===== config.mk =====
export PLATFORM = sky130hd
export DESIGN_NAME = oc8051_fetch_queue_flat
export DESIGN_NICKNAME = d
export VERILOG_FILES = /design/src/rtl/oc8051_fetch_queue_if.sv /design/src/rtl/oc8051_fetch_queue.sv /design/src/flat_wrapper.sv
export SDC_FILE = /design/constraint.sdc
export NUM_CORES = 1
export LEC_CHECK = 0
export BUFFER_PORTS_ARGS = -buffer_cell sky130_fd_sc_hd__buf_2
export CAP_MARGIN = 0
export CORE_MARGIN = 1
export CORE_UTILIZATION = 56
export DETAILED_ROUTE_END_ITERATION = 8
export PLACE_DENSITY_LB_ADDON = 0.15
export SKIP_CTS_REPAIR_TIMING = 1
export SYNTH_ARGS = -nofsm -noshare
export SYNTH_HDL_FRONTEND = slang
export SYNTH_SLANG_ARGS = --single-unit
export TNS_END_PERCENT = 20

===== constraint.sdc =====
create_clock -name clk -period 4.7 [get_ports clk]
set_input_delay 0.94 -clock clk [delete_from_list [all_inputs] [get_ports clk]]
set_output_delay 0.94 -clock clk [all_outputs]
set_load 0.005 [all_outputs]

===== src/rtl/oc8051_fetch_queue_if.sv =====
// Bundle of code-ROM word port and decoder byte port seen by the fetch queue.
// master: the fetch queue itself; slave: the ROM/decoder side driving it.
interface oc8051_fetch_queue_if;
  logic        rom_req;
  logic [15:0] rom_addr;
  logic        rom_ack;
  logic [31:0] rom_data;
  logic        dec_valid;
  logic [1:0]  dec_avail;
  logic [15:0] dec_pc;
  logic [7:0]  dec_op0;
  logic [7:0]  dec_op1;
  logic [7:0]  dec_op2;
  logic [1:0]  dec_consume;
  logic        jump;
  logic [15:0] jump_pc;

  modport master (
    output rom_req, rom_addr, dec_valid, dec_avail, dec_pc, dec_op0, dec_op1, dec_op2,
    input  rom_ack, rom_data, dec_consume, jump, jump_pc
  );

  modport slave (
    input  rom_req, rom_addr, dec_valid, dec_avail, dec_pc, dec_op0, dec_op1, dec_op2,
    output rom_ack, rom_data, dec_consume, jump, jump_pc
  );
endinterface


===== src/rtl/oc8051_fetch_queue.sv =====
// 8051 instruction prefetch queue: issues 32-bit code-ROM fetches and feeds
// up to three head bytes plus their PC to the decoder.
//
// state   | meaning
// ST_IDLE | no request outstanding
// ST_BUSY | request outstanding, returned word will be queued
// ST_DROP | request outstanding, a jump happened, returned word is thrown away
module oc8051_fetch_queue #(
  parameter int          QDEPTH   = 8,
  parameter logic [15:0] RESET_PC = 16'h0000
) (
  input logic             clk,
  input logic             rst,
  oc8051_fetch_queue_if.master bus
);
  localparam int PW = $clog2(QDEPTH);
  localparam int CW = PW + 1;

  typedef enum logic [1:0] {ST_IDLE, ST_BUSY, ST_DROP} state_t;

  state_t        state;
  state_t        state_next;
  logic [7:0]    mem [QDEPTH];
  logic [PW-1:0] rd_ptr;
  logic [PW-1:0] wr_ptr;
  logic [PW-1:0] rd_ptr1;
  logic [PW-1:0] rd_ptr2;
  logic [CW-1:0] count;
  logic [15:0]   fetch_addr;
  logic [15:0]   dec_pc;
  logic [15:0]   rom_addr;
  logic          issue;
  logic          accept;
  logic [1:0]    avail;
  logic [1:0]    cons;

  // A new fetch only starts when 4 free bytes are guaranteed, so the queue never overflows.
  assign issue   = (state == ST_IDLE) && (count <= CW'(QDEPTH - 4)) && !bus.jump;
  assign accept  = (state == ST_BUSY) && bus.rom_ack && !bus.jump;
  assign avail   = (count >= CW'(3)) ? 2'd3 : count[1:0];
  assign cons    = (bus.dec_consume > avail) ? avail : bus.dec_consume;
  assign rd_ptr1 = rd_ptr + PW'(1);
  assign rd_ptr2 = rd_ptr + PW'(2);

  // Fetch handshake state register.
  always_ff @(posedge clk) begin
    if (rst) state <= ST_IDLE;
    else     state <= state_next;
  end

  // Next fetch state: a jump with the word still in flight marks it for dropping.
  always_comb begin
    state_next = state;
    unique case (state)
      ST_IDLE: if (issue) state_next = ST_BUSY;
      ST_BUSY: begin
        if (bus.rom_ack)   state_next = ST_IDLE;
        else if (bus.jump) state_next = ST_DROP;
      end
      ST_DROP: if (bus.rom_ack) state_next = ST_IDLE;
      default: state_next = ST_IDLE;
    endcase
  end

  // Request address latches on issue and stays put until the ack, even across a jump.
  always_ff @(posedge clk) begin
    if (rst)        rom_addr <= RESET_PC;
    else if (issue) rom_addr <= fetch_addr;
  end

  // Pointers, byte count and PCs; jump overrides both fill and consume.
  always_ff @(posedge clk) begin
    if (rst) begin
      rd_ptr     <= '0;
      wr_ptr     <= '0;
      count      <= '0;
      dec_pc     <= RESET_PC;
      fetch_addr <= RESET_PC;
    end else if (bus.jump) begin
      rd_ptr     <= '0;
      wr_ptr     <= '0;
      count      <= '0;
      dec_pc     <= bus.jump_pc;
      fetch_addr <= bus.jump_pc;
    end else begin
      rd_ptr <= rd_ptr + PW'(cons);
      dec_pc <= dec_pc + 16'(cons);
      if (accept) begin
        wr_ptr     <= wr_ptr + PW'(4);
        count      <= count + CW'(4) - CW'(cons);
        fetch_addr <= fetch_addr + 16'd4;
      end else begin
        count <= count - CW'(cons);
      end
    end
  end

  // Byte storage; contents are only meaningful below count, so no reset is needed.
  always_ff @(posedge clk) begin
    if (!rst && accept) begin
      for (int j = 0; j < 4; j++) mem[wr_ptr + PW'(j)] <= bus.rom_data[8*j +: 8];
    end
  end

  assign bus.rom_req   = (state != ST_IDLE);
  assign bus.rom_addr  = rom_addr;
  assign bus.dec_valid = (count != '0);
  assign bus.dec_avail = avail;
  assign bus.dec_pc    = dec_pc;
  assign bus.dec_op0   = (avail >= 2'd1) ? mem[rd_ptr]  : 8'h00;
  assign bus.dec_op1   = (avail >= 2'd2) ? mem[rd_ptr1] : 8'h00;
  assign bus.dec_op2   = (avail == 2'd3) ? mem[rd_ptr2] : 8'h00;
endmodule


===== src/flat_wrapper.sv =====
// flat-port wrapper written by rule: the top's interface ports become plain ports
module oc8051_fetch_queue_flat 
#(
  parameter int          QDEPTH   = 8,
  parameter logic [15:0] RESET_PC = 16'h0000
)
  (clk, rst, bus_rom_req, bus_rom_addr, bus_dec_valid, bus_dec_avail, bus_dec_pc, bus_dec_op0, bus_dec_op1, bus_dec_op2, bus_rom_ack, bus_rom_data, bus_dec_consume, bus_jump, bus_jump_pc);
  oc8051_fetch_queue_if bus_i ();
  input logic clk;
  input logic rst;
  output wire logic [$bits(bus_i.rom_req)-1:0] bus_rom_req;
  output wire logic [$bits(bus_i.rom_addr)-1:0] bus_rom_addr;
  output wire logic [$bits(bus_i.dec_valid)-1:0] bus_dec_valid;
  output wire logic [$bits(bus_i.dec_avail)-1:0] bus_dec_avail;
  output wire logic [$bits(bus_i.dec_pc)-1:0] bus_dec_pc;
  output wire logic [$bits(bus_i.dec_op0)-1:0] bus_dec_op0;
  output wire logic [$bits(bus_i.dec_op1)-1:0] bus_dec_op1;
  output wire logic [$bits(bus_i.dec_op2)-1:0] bus_dec_op2;
  input wire logic [$bits(bus_i.rom_ack)-1:0] bus_rom_ack;
  input wire logic [$bits(bus_i.rom_data)-1:0] bus_rom_data;
  input wire logic [$bits(bus_i.dec_consume)-1:0] bus_dec_consume;
  input wire logic [$bits(bus_i.jump)-1:0] bus_jump;
  input wire logic [$bits(bus_i.jump_pc)-1:0] bus_jump_pc;
  assign bus_rom_req = bus_i.rom_req;
  assign bus_rom_addr = bus_i.rom_addr;
  assign bus_dec_valid = bus_i.dec_valid;
  assign bus_dec_avail = bus_i.dec_avail;
  assign bus_dec_pc = bus_i.dec_pc;
  assign bus_dec_op0 = bus_i.dec_op0;
  assign bus_dec_op1 = bus_i.dec_op1;
  assign bus_dec_op2 = bus_i.dec_op2;
  assign bus_i.rom_ack = bus_rom_ack;
  assign bus_i.rom_data = bus_rom_data;
  assign bus_i.dec_consume = bus_dec_consume;
  assign bus_i.jump = bus_jump;
  assign bus_i.jump_pc = bus_jump_pc;
  oc8051_fetch_queue #(.QDEPTH(QDEPTH), .RESET_PC(RESET_PC)) u_core (.clk(clk), .rst(rst), .bus(bus_i));
endmodule

== Yosys cells after proc, flatten, opt, wreduce, memory -nomap -nowiden ==
Memories as Yosys holds them, arrays and structs flattened. A register that Yosys moved wholly into a read port is not among the register bits.
Index checks and enable logic that the tools add are counted.

* Add/subtract/negate cells: 12
* $lt $le $gt $ge: 5
* Eq/ne operators: 6
* Mux-type cells: 17
* Reductions and logical operators: 13

{| class="wikitable"
|+ Operators with widths
! kind !! number
|-
| 16-bit 2-to-1 mux || 3
|-
| 8-bit 2-to-1 mux || 3
|-
| 16-bit by 2-bit adder with 16-bit output || 1
|-
| 16-bit by 3-bit adder with 16-bit output (second input constant) || 1
|-
| 2-bit 2-to-1 mux || 6
|-
| 3-bit by 2-bit adder with 3-bit output (second input constant) || 3
|-
| 4-bit by 2-bit subtractor with 4-bit output || 2
|-
| 3-bit by 1-bit adder with 3-bit output (second input constant) || 2
|-
| 2-bit case mux with 3 select lines || 1
|-
| 1-bit logical AND || 5
|-
| 4-bit by 3-bit adder with 4-bit output (second input constant) || 1
|-
| 2-bit == test (second input constant) || 2
|-
| 4-bit by 2-bit >= comparator with 1-bit output (second input constant) || 1
|-
| 4-bit by 3-bit <= comparator with 1-bit output (second input constant) || 1
|-
| 4-bit 2-to-1 mux || 1
|-
| 2-bit nonzero test || 2
|-
| 4-bit nonzero test || 1
|-
| 3-bit by 2-bit adder with 3-bit output || 1
|-
| 3-bit adder (second input constant) || 1
|-
| 3-bit 2-to-1 mux || 1
|-
| 3-bit inequality test (second input constant) || 1
|-
| 3-bit AND reduction || 1
|-
| 2-bit by 1-bit == test with 1-bit output (second input constant) || 1
|-
| 2-bit by 1-bit >= comparator with 1-bit output (second input constant) || 1
|-
| other kinds (8) || 10
|}

* Flip-flop bits (word level): 60
* RAM bits: 64
* Input bits: 54
* Output and inout bits: 60
* Logic and storage cells: 61
* Memories: 1

{| class="wikitable"
|+ Memory list
! memory !! depth !! bits a word !! rd ports !! clocked after Yosys merged registers in !! wr ports !! line !! RTL
|-
| u_core.mem || 8 || 8 || 3 || 1 || 4 || oc8051_fetch_queue.sv:23 || <nowiki>logic [7:0] mem [QDEPTH];</nowiki>
|}

== Longest topological paths before layout ==
Gate-level depths: netlist (run 1).

* Depth in word-level cells: 6
* Mapped depth: 17

== Least setup slack after synthesis (run 1) ==
OpenSTA, ideal clock, no wires.

* Kind: input -> register
* From: input port bus_jump
* To: memory u_core.mem[0][0] (enable)
* Setup time: 461 ps
* Arrival time: 3757 ps
* Setup slack: 482 ps
* Cell stages on the path: 4
* Path buffers: 2
* Cell sequence: buf_2 > or2_2 > buf_2 > nor3_1

{| class="wikitable"
|+ RTL lines
! what !! line !! RTL
|-
| start, declared || flat_wrapper.sv:22 || <nowiki>input wire logic [$bits(bus_i.jump)-1:0] bus_jump;</nowiki>
|-
| end, declared || oc8051_fetch_queue.sv:23 ||
|}

== Worst setup path in the final report (run 1) ==
* From: register u_core.rd_ptr[1]
* To: output port bus_dec_op1[4]

* Longest elaborated chain between the ends: 3

{| class="wikitable"
|+ Ends and longest elaborated chain
! what !! line !! RTL
|-
| start, declared || oc8051_fetch_queue.sv:24 || <nowiki>logic [PW-1:0] rd_ptr;</nowiki>
|-
| start signal, assigned || oc8051_fetch_queue.sv:86 || <nowiki>rd_ptr <= rd_ptr + PW'(cons);</nowiki>
|-
| 3-bit by 1-bit adder with 3-bit output || oc8051_fetch_queue.sv:42 || <nowiki>assign rd_ptr1 = rd_ptr + PW'(1);</nowiki>
|-
| memory read 8 x 8 bit || - ||
|-
| 8-bit 2-to-1 mux || oc8051_fetch_queue.sv:111 || <nowiki>assign bus.dec_op1 = (avail >= 2'd2) ? mem[rd_ptr1] : 8'h00;</nowiki>
|-
| end, declared || flat_wrapper.sv:17 || <nowiki>output wire logic [$bits(bus_i.dec_op1)-1:0] bus_dec_op1;</nowiki>
|}

No other way between the ends.

==> results of run 1 <==
## cell usage in the layout (no fill, tap or decap), types with 3 or more instances in the layout
master and count:
a21boi_0 20, a21oi_1 59, and2_1 8, and3_1 4, buf_2 113, buf_4 7
clkbuf_16 17, clkinv_2 5, dfxtp_1 57, edfxtp_1 64, fa_1 4, ha_1 11
inv_1 31, inv_4 4, mux2i_1 8, mux4_2 39, nand2_1 78, nand3_1 24
nand4_1 7, nor2_1 17, nor2b_1 5, nor3_1 9, nor4_1 3, o21a_1 3
o311ai_0 7, o31a_1 4, xnor2_1 15, xor2_1 10
## cell type report
cell class	instances	area (µm²)	area share
Clock buffer	21	464	0.0625
Clock inverter	11	66.3	0.00893
Inverter	31	116	0.0157
Multi-Input combinational cell	361	2900	0.390
Sequential cell	122	3080	0.416
Tap cell	140	175	0.0236
Timing Repair Buffer	120	618	0.0833
## state kept, by name (all words and copies together), names as in the netlist
signal / cells
u_core.state: 2
u_core.bus.rom_addr: 16
u_core.wr_ptr: 1
u_core.fetch_addr: 16
u_core.mem: 64
u_core.count: 4
u_core.bus.dec_pc: 16
u_core.rd_ptr: 3
## layer usage
layer  track usage  routed length [µm]
met1         0.315                5700
met2         0.504                8070
met3        0.0720                1110
met4         0.133                 397
met5             0                  13
## critical path, cell delays in order (launching register included)
cell     delay (ns)
dfxtp_1        0.30
buf_4          0.22
ha_1           0.96
mux4_2         0.60
nand2_1        0.09
a21oi_1        0.10
buf_2          0.14
## power groups by stage
stage,logic [mW],registers (mW),clock network [mW]
6_report,1.47,1.26,1.15
5_1_grt,1.62,1.27,1.22
4_1_cts,1.48,1.26,1.17
3_5_place_dp,1.47,1.28,0
3_3_place_gp,1.41,1.28,0
2_1_floorplan,0.980,1.27,0
## metrics by stage
step	util	std cells	power [mW]	instance area (µm²)
floorplan	-	544	2.25	6220
global placement	0.636	774	2.69	6890
detailed placement	0.636	774	2.75	6890
CTS	0.685	806	3.91	7420
global route	0.685	806	4.11	7420
finish	0.685	806	3.89	7420
## cell families after synthesis
kind of cell	count (synthesis)
AO/OA/AOI/OAI	101
XOR/XNOR	25
adder cells (fa/ha/maj)	15
buffers and inverters	61
flip-flops	122
multiplexers	49
AND/OR/NAND/NOR	171
## worst max-delay path by stage
stage | from | slack [ns] | endpoint
final | u_core.rd_ptr[1] | 0.82 | bus_dec_op1[4]
after global routing | u_core.rd_ptr[1] | 0.67 | bus_dec_op1[4]
after CTS | u_core.rd_ptr[1] | 0.78 | bus_dec_op1[4]
after detailed placement | bus_dec_consume[1] | 1.17 | u_core.count[3]
after global placement | bus_dec_consume[1] | 1.28 | u_core.count[3]
after floorplan | bus_jump | 0.48 | u_core.mem[0][0]
==> impl_metrics.py, run 1 <==
metrics = {
    "global_routing": {
        "overflow": 0,
        "grt_pass1_wl_mm": 24.2,
        "antenna_found_initial": 1,
        "grt_use_total": 0.283,
        "grt_max_degree": 50,
        "grt_pass1_vias": 4944,
    },
    "clock_network": {
        "cts_root_buf": "clkbuf_8",
        "clock_latency_ns": 0.52,
        "numCtsBuffers": 17,
        "clock_sinks": 122,
        "clockBufferDepth": 2,
        "cts_tree": "built",
        "htree_num_levels": 4,
        "clk_pin_slew_ns": 0.06,
    },
    "power": {
        "pwr-share-seq": 0.325,
        "switching_share": 0.341,
        "p_leak_nw": 2.90,
        "cellPowerDensity_nw_per_um2": 524,
        "intPower_mw": 2.56,
        "clock_power_share": 0.297,
        "ir_worst_vdd_uv": 223,
        "switchingPower_mw": 1.33,
        "p_comb_frac": 0.378,
    },
    "sta": {
        "period_share": 0.825,
        "tightest_slew_ns": 1.06,
        "finalWorstSetupSlack_ns": 0.822,
        "hold_viol": 0,
        "setup_viol": 0,
        "slew_viol_final": 0,
        "rsz0062_at_grt": "no",
        "fin_crit_ns": 3.88,
        "max_freq_mhz": 258,
        "slew_headroom": 0.288,
        "finalSetupTns_ns": 0,
        "timing.hold.ws_ns": 0.452,
        "finalClockSkew_ns": 0.0101,
    },
    "cells_and_area": {
        "nNetsFinal": 722,
        "drive_gt1_frac": 0.305,
        "syn_to_final_growth_pct": 19.3,
        "antenna_cells": 0,
        "fillers": 823,
    },
    "yosys": {
        "synthAdderAreaFrac": 0.0350,
        "synth-edff-count": 64,
        "synth_seq_cells": 122,
        "synth_compound_area_frac": 0.101,
        "syn_area_um2": 6220,
        "yosysWarnings": 0,
        "ys_seq_area_frac": 0.495,
        "yosysTopAreaCellShare": 0.309,
        "syn_avg_cell_area_um2": 11.4,
        "synthFlopType": "edfxtp_1",
        "netlist_top_cells_count": "78 x nand2_1, 64 x edfxtp_1, 59 x a21oi_1",
        "syn_inst": 544,
        "synth.distinct_cells": 46,
        "synth-simple-area-share": 0.137,
        "synth-xor-area-share": 0.0352,
        "synth_top_area_cell": "edfxtp_1",
        "synth-async-reset-ratio": 0,
        "synth_most_common_cell": "nand2_1",
        "muxShareOfSynthArea": 0.158,
        "synth_nets": 613,
        "synth_top_family_by_area": "multiplexers",
        "synth_area_leaders": "edfxtp_1 31%, dfxtp_1 19%, mux4_2 14%, a21oi_1 4.7%, nand2_1 4.7%",
    },
    "drt": {
        "post_drt_wl_per_cell_um": 19.0,
        "vias": 4901,
        "first_iter_violations": 329,
        "routed_wl_mm": 15.3,
        "drt-pass1-iter-count": 7,
        "via_per_inst": 6.08,
        "drtAntennaViolNets": 0,
        "drc": 0,
    },
    "floorplan": {
        "ioPinCount": 114,
        "fp.dieH_um": 107,
        "die_area_um2": 11500,
        "fp.coreArea_um2": 10800,
        "rows": 38,
        "initial_core_util": 0.574,
        "die_w_um": 107,
    },
    "place": {
        "gp_congestion": 0.847,
        "numPortBuffers": 113,
        "dp_hpwl_mm": 10.5,
        "post-place-ws_ns": 1.17,
    },
    "worst_setup_path": {
        "worst_ep_required_time_ns": 3.76,
        "rrSetupSlack_ns": 1.33,
        "start_kind": "flip-flop",
        "cp.arrival_ns": 2.94,
        "path_max_fanout": 24,
        "timing.rr.start": "u_core.count[2]",
        "r2r_end": "u_core.count[3]",
        "critPathCaptureType": "primary output",
        "reg2reg_depth": 17,
        "path_class": "flip-flop to primary output",
    },
    "hold_path": {
        "min_to": "u_core.bus.rom_addr[12]",
        "min_path_type": "flip-flop to flip-flop",
        "min_delay_path_depth": 2,
        "hold_path_startpoint": "u_core.bus.rom_addr[12]",
    },
    "run": {
        "maxCapViolCount": 0,
    },
    "run_status": {
        "status": "finished, final reports clean",
    },
}
Power figures use the tool's default switching activity.
==> inputs of run 2 (changes only) <==
--- a/config.mk
+++ b/config.mk
@@ -8,7 +8,7 @@
 export BUFFER_PORTS_ARGS = -buffer_cell sky130_fd_sc_hd__buf_2
 export CAP_MARGIN = 0
 export CORE_MARGIN = 1
-export CORE_UTILIZATION = 56
+export CORE_UTILIZATION = 51
 export DETAILED_ROUTE_END_ITERATION = 8
 export PLACE_DENSITY_LB_ADDON = 0.15
 export SKIP_CTS_REPAIR_TIMING = 1
==> constraint.sdc (replaced) <==
create_clock -name clk -period 3.24 [get_ports clk]
set_input_delay 0.648 -clock clk [delete_from_list [all_inputs] [get_ports clk]]
set_output_delay 0.648 -clock clk [all_outputs]
set_load 0.005 [all_outputs]
==> run 2 against run 1 <==
Net effect:
- clock-buffer cell count fell by 2
- first-iteration DRC count rose by 11%
- clock skew fell by 0.0032 ns
- sequential share of layout area fell by 0.74 points
- sequential power rose by 45%
- utilization fell by 3.6 points
- design area rose by 1.9%
- worst setup slack got worse by 0.59 ns
==> impl_metrics.py, run 2 (synthesis gave the netlist of run 1 again) <==
metrics = {
    "run_status": {
        "status": "finished, final reports clean",
    },
    "global_routing": {
        "grt_pass1_wl_mm": 23.2,
        "overflow": 0,
        "grt_pass1_vias": 4657,
        "grt_use_total": 0.244,
        "grt_max_degree": 50,
        "antenna_found_initial": 0,
    },
    "clock_network": {
        "cts_tree": "built",
        "clockBufferDepth": 2,
        "numCtsBuffers": 17,
        "htree_num_levels": 4,
        "clk_pin_slew_ns": 0.05,
        "cts_root_buf": "clkbuf_16",
        "clock_sinks": 122,
        "clock_latency_ns": 0.42,
    },
    "worst_setup_path": {
        "critPathMaxStageDelay_ns": 0.35,
        "path_class": "flip-flop to flip-flop",
        "reg2reg_depth": 16,
        "cpMaxStageDelayCell": "fa_1",
        "path_max_fanout": 4,
        "r2r_end": "u_core.count[3]",
        "timing.rr.start": "u_core.count[0]",
        "cp.arrival_ns": 3.31,
        "start_kind": "flip-flop",
        "critPathCaptureType": "flip-flop",
        "crit_chain": "a211oi_2 > nand2_1 > ha_1 > nor2_1 > a21oi_1 > a21oi_2 > mux2_4 > ha_2 > inv_2 > ha_1 > inv_1 > fa_1 > nor4bb_1 > a31oi_1 > xor2_1 > nor2_1",
        "rrSetupSlack_ns": 0.23,
        "worst_ep_required_time_ns": 3.55,
    },
    "sta": {
        "fin_crit_ns": 3.01,
        "rsz0062_at_grt": "no",
        "max_freq_mhz": 332,
        "finalSetupTns_ns": 0,
        "tightest_slew_ns": 0.714,
        "slew_headroom": 0.523,
        "setup_viol": 0,
        "period_share": 0.929,
        "finalWorstSetupSlack_ns": 0.231,
        "finalClockSkew_ns": 0.00687,
        "hold_viol": 0,
        "timing.hold.ws_ns": 0.414,
        "slew_viol_final": 0,
    },
    "place": {
        "dp_hpwl_mm": 10.3,
        "gp_congestion": 0.889,
        "numPortBuffers": 113,
        "post-place-ws_ns": 0.0174,
    },
    "drt": {
        "first_iter_violations": 364,
        "routed_wl_mm": 14.4,
        "vias": 4747,
        "drc": 0,
        "drtAntennaViolNets": 0,
        "via_per_inst": 5.79,
        "drt-pass1-iter-count": 5,
        "post_drt_wl_per_cell_um": 17.5,
    },
    "cells_and_area": {
        "seq_area_um2": 3090,
        "regMostFlops": "u_core.mem",
        "fillers": 920,
        "final_common_cell": "buf_2",
        "largest_register_ffs": 64,
        "antenna_cells": 0,
        "final_cell_mix": "113 x buf_2, 78 x nand2_1, 64 x edfxtp_1",
        "nNetsFinal": 733,
        "multi_input_area_um2": 2920,
        "drive_gt1_frac": 0.321,
        "syn_to_final_growth_pct": 21.5,
    },
    "floorplan": {
        "fp.coreArea_um2": 11700,
        "ioPinCount": 114,
        "fp.dieH_um": 112,
        "initial_core_util": 0.534,
        "die_w_um": 112,
        "die_area_um2": 12600,
        "rows": 39,
    },
    "hold_path": {
        "min_path_type": "input pin to flip-flop",
        "min_delay_path_depth": 1,
        "hold_path_startpoint": "bus_rom_data[15]",
        "min_to": "u_core.mem[5][7]",
    },
    "power": {
        "ir_worst_vdd_uv": 379,
        "p_leak_nw": 2.96,
        "cellPowerDensity_nw_per_um2": 769,
    },
    "run": {
        "maxCapViolCount": 0,
    },
}
==> run 2: critical path: cells and delay by family, from the launching register on <==
| family | cells | cell delay (ns) |
|---|---|---|
| AOI/OAI and AO/OA | 4 | 0.52 |
| DFF | 1 | 0.34 |
| buffers and inverters | 2 | 0.10 |
| xor gates and xnor gates | 1 | 0.18 |
| and+or+nand+nor | 4 | 0.56 |
| muxes | 1 | 0.34 |
| adders and majority gates | 4 | 0.86 |
==> run 2: final cells by class <==
type | count | share of cell area
Multi-Input combinational cell | 361 | 0.386
Sequential cell | 122 | 0.408
Clock buffer | 19 | 0.0572
Clock inverter | 13 | 0.0170
Tap cell | 143 | 0.0237
Timing Repair Buffer | 131 | 0.0926
Inverter | 31 | 0.0154
==> run 2: layer usage <==
| metal | wire length, µm | track usage | up-vias |
|---|---|---|---|
| met5 | 0 | 0 | - |
| met2 | 6840 | 0.383 | 186 |
| li1 | - | - | 2249 |
| met4 | 242 | 0.0951 | 0 |
| met3 | 903 | 0.0626 | 30 |
| met1 | 6390 | 0.326 | 2282 |
==> run 2: how the worst max path moves through the flow <==
stage,start,endpoint,cells after the start
global placement,bus_dec_consume[1],u_core.count[3],15
floorplan,u_core.count[1],u_core.count[3],16
detailed placement,bus_dec_consume[1],u_core.count[3],15
CTS,u_core.count[1],u_core.count[3],16
finish,u_core.count[0],u_core.count[3],16
global route,u_core.count[3],u_core.count[3],16
==> run 2: report_power, final <==
| group | leakage [nW] | internal, mW | switching (mW) |
|---|---|---|---|
| Combinational | 1.63 | 1.07 | 1.14 |
| Sequential | 1.05 | 1.73 | 0.105 |
| Clock | 0.272 | 1.12 | 0.658 |
| Total | 2.96 | 3.91 | 1.90 |
==> run 2: metrics by stage <==
stage | cells | util | instance area (µm²) | power, mW
after floorplan | 544 | - | 6230 | 3.27
after global placement | 787 | 0.599 | 6980 | 3.94
after detailed placement | 787 | 0.599 | 6980 | 4.00
after CTS | 819 | 0.647 | 7540 | 5.79
after global routing | 820 | 0.649 | 7560 | 6.14
final | 820 | 0.649 | 7560 | 5.81
==> inputs of run 3 (changes only) <==
--- a/config.mk
+++ b/config.mk
@@ -5,6 +5,7 @@
 export SDC_FILE = /design/constraint.sdc
 export NUM_CORES = 1
 export LEC_CHECK = 0
+export ABC_AREA = 1
 export BUFFER_PORTS_ARGS = -buffer_cell sky130_fd_sc_hd__buf_2
 export CAP_MARGIN = 0
 export CORE_MARGIN = 1
==> run 3 against run 2 <==
Net effect:
- combinational power grew 11%
- clock skew grew 0.00082 ns
- via count grew 25%
- design area grew 0.79%
- flip-flop and latch count is the same
- highest routed layer unchanged
==> impl_metrics.py, run 3 <==
metrics = {
    "run_status": {
        "status": "finished, final reports clean",
    },
    "yosys": {
        "yosysWarnings": 0,
        "ys_seq_area_frac": 0.484,
        "netlist_top_cells_count": "207 x nand2_1, 85 x o21ai_0, 73 x inv_1",
        "synth_most_common_cell": "nand2_1",
        "synthFlopType": "edfxtp_1",
        "synth_top_family_by_area": "simple AND/OR/NAND/NOR gates",
        "syn_avg_cell_area_um2": 8.08,
        "synth-edff-count": 64,
        "synth_area_leaders": "edfxtp_1 30%, dfxtp_1 18%, nand2_1 12%, o21ai_0 6.7%, inv_1 4.3%",
        "syn_area_um2": 6360,
        "synth-async-reset-ratio": 0,
        "synth-simple-area-share": 0.229,
        "yosysTopAreaCellShare": 0.302,
        "synth_nets": 857,
        "muxShareOfSynthArea": 0.00315,
        "synthAdderAreaFrac": 0.0342,
        "synth_seq_cells": 122,
        "synth-xor-area-share": 0.0122,
        "synth_top_area_cell": "edfxtp_1",
        "synth_compound_area_frac": 0.158,
        "synth.distinct_cells": 46,
        "syn_inst": 788,
    },
    "cells_and_area": {
        "regMostFlops": "u_core.mem",
        "syn_to_final_growth_pct": 19.8,
        "utilization": 0.629,
        "largest_register_ffs": 64,
        "final_common_cell": "nand2_1",
        "seq_area_um2": 3080,
        "nNetsFinal": 966,
        "multi_input_area_um2": 2790,
        "fillers": 1054,
        "final_cell_mix": "207 x nand2_1, 113 x buf_2, 85 x o21ai_0",
        "drive_gt1_frac": 0.203,
    },
    "sta": {
        "max_freq_mhz": 322,
        "rsz0062_at_grt": "no",
        "setup_viol": 0,
        "hold_viol": 0,
        "fin_crit_ns": 3.10,
        "period_share": 0.957,
        "slew_viol_final": 0,
        "slew_headroom": 0.439,
        "finalClockSkew_ns": 0.00769,
        "tightest_slew_ns": 0.841,
        "timing.hold.ws_ns": 0.409,
    },
    "worst_setup_path": {
        "cp-startpoint": "u_core.rd_ptr[0]",
        "cp.arrival_ns": 2.45,
        "timing.rr.start": "u_core.count[2]",
        "critPathCaptureType": "primary output",
        "path_class": "flip-flop to primary output",
        "reg2reg_depth": 16,
        "rrSetupSlack_ns": 0.40,
        "path_max_fanout": 16,
        "start_kind": "flip-flop",
        "worst_ep_required_time_ns": 2.59,
        "cp-endpoint": "bus_dec_op1[6]",
        "r2r_end": "u_core.bus.dec_pc[10]",
    },
    "drt": {
        "drc": 0,
        "drtAntennaViolNets": 0,
        "first_iter_violations": 564,
        "drt-pass1-iter-count": 5,
        "via_per_inst": 5.48,
        "vias": 5924,
        "post_drt_wl_per_cell_um": 15.2,
        "routed_wl_mm": 16.5,
    },
    "power": {
        "cellPowerDensity_nw_per_um2": 800,
        "p_leak_nw": 3.26,
        "ir_worst_vdd_uv": 344,
    },
    "hold_path": {
        "min_path_type": "input pin to flip-flop",
    },
    "run": {
        "maxCapViolCount": 0,
    },
    "global_routing": {
        "grt_pass1_vias": 5721,
        "grt_max_degree": 41,
        "overflow": 0,
        "grt_pass1_wl_mm": 26.5,
        "grt_use_total": 0.266,
        "antenna_found_initial": 3,
    },
    "clock_network": {
        "cts_root_buf": "clkbuf_16",
        "clock_latency_ns": 0.43,
        "htree_num_levels": 4,
        "cts_tree": "built",
        "clockBufferDepth": 2,
        "clock_sinks": 122,
        "numCtsBuffers": 17,
        "clk_pin_slew_ns": 0.06,
    },
    "place": {
        "numPortBuffers": 113,
        "gp_congestion": 0.867,
        "dp_hpwl_mm": 11.8,
    },
    "floorplan": {
        "die_w_um": 114,
        "ioPinCount": 114,
        "die_area_um2": 12900,
        "rows": 40,
        "fp.dieH_um": 114,
        "initial_core_util": 0.526,
        "fp.coreArea_um2": 12100,
    },
}
[run 3: cell count changes after synthesis, sizes merged, moves of 10 or more]
cell	previous run	this run
nand3	24	44
o21ai	2	90
a21boi	20	2
a211oi	2	12
nand2	79	210
inv	31	81
mux4	39	0
nor2	17	58
xnor2	15	3
o211ai	0	10
[run 3: worst max-delay path: stages, from the launching register on]
cell,delay (ns)
dfxtp_2,0.45
ha_1,0.22
xor2_2,0.67
o21ai_0,0.31
a21oi_1,0.23
buf_2,0.15
[run 3: area by class of cell]
type	instances	area share
tap	168	0.0276
antenna	3	0.000985
timing repair buffer	124	0.0867
clock buffer	18	0.0576
clock inverter	14	0.0162
sequential	122	0.405
inverter	81	0.0402
multi-input combinational	551	0.366
[run 3: logic make-up (layout without fill, tap and decap cells)]
| logic type | count (synthesis) | after routing |
|---|---|---|
| compound gates | 183 | 183 |
| other cells | 0 | 3 |
| mux | 2 | 2 |
| fa+ha+maj | 15 | 15 |
| xor+xnor | 8 | 8 |
| buf+inv | 115 | 237 |
| simple gates | 343 | 343 |
| flops | 122 | 122 |
[run 3: worst min path at each step]
| stage | end | cells past startpoint | slack (ns) | startpoint |
|---|---|---|---|---|
| 2_1_floorplan | u_core.fetch_addr[0] | 2 | 0.42 | u_core.fetch_addr[0] |
| 3_3_place_gp | u_core.fetch_addr[1] | 2 | 0.46 | u_core.fetch_addr[1] |
| 3_5_place_dp | u_core.fetch_addr[1] | 2 | 0.46 | u_core.fetch_addr[1] |
| 4_1_cts | u_core.mem[5][4] | 1 | 0.40 | bus_rom_data[12] |
| 5_1_grt | u_core.mem[2][4] | 1 | 0.40 | bus_rom_data[20] |
| 6_report | u_core.mem[1][4] | 1 | 0.41 | bus_rom_data[12] |
[run 3: power by group]
group | total [mW] | switching (mW) | internal, mW | leakage (nW)
Clock | 1.78 | 0.705 | 1.07 | 0.268
Sequential | 1.87 | 0.111 | 1.76 | 1.05
Combinational | 2.45 | 1.52 | 0.926 | 1.93
Total | 6.10 | 2.34 | 3.76 | 3.26
[run 3: layer usage]
layer  GRT usage  vias up  wire length, µm
li1            -     2866                -
met1       0.300     2766             6650
met2       0.462      243             8080
met3      0.0808       49             1230
met4       0.125        0              516
met5           0        -                0
[run 3: stage by stage]
step	std cells	setup slack (ns)	cell area, µm²	power (mW)	setup TNS (ns)
2_1_floorplan	788	-0.694	6360	3.49	-44.44
3_3_place_gp	1046	0.372	7050	4.22	0
3_5_place_dp	1046	0.310	7050	4.32	0
4_1_cts	1078	0.183	7620	6.10	0
5_1_grt	1080	0.0213	7620	6.50	0
6_report	1081	0.138	7620	6.10	0
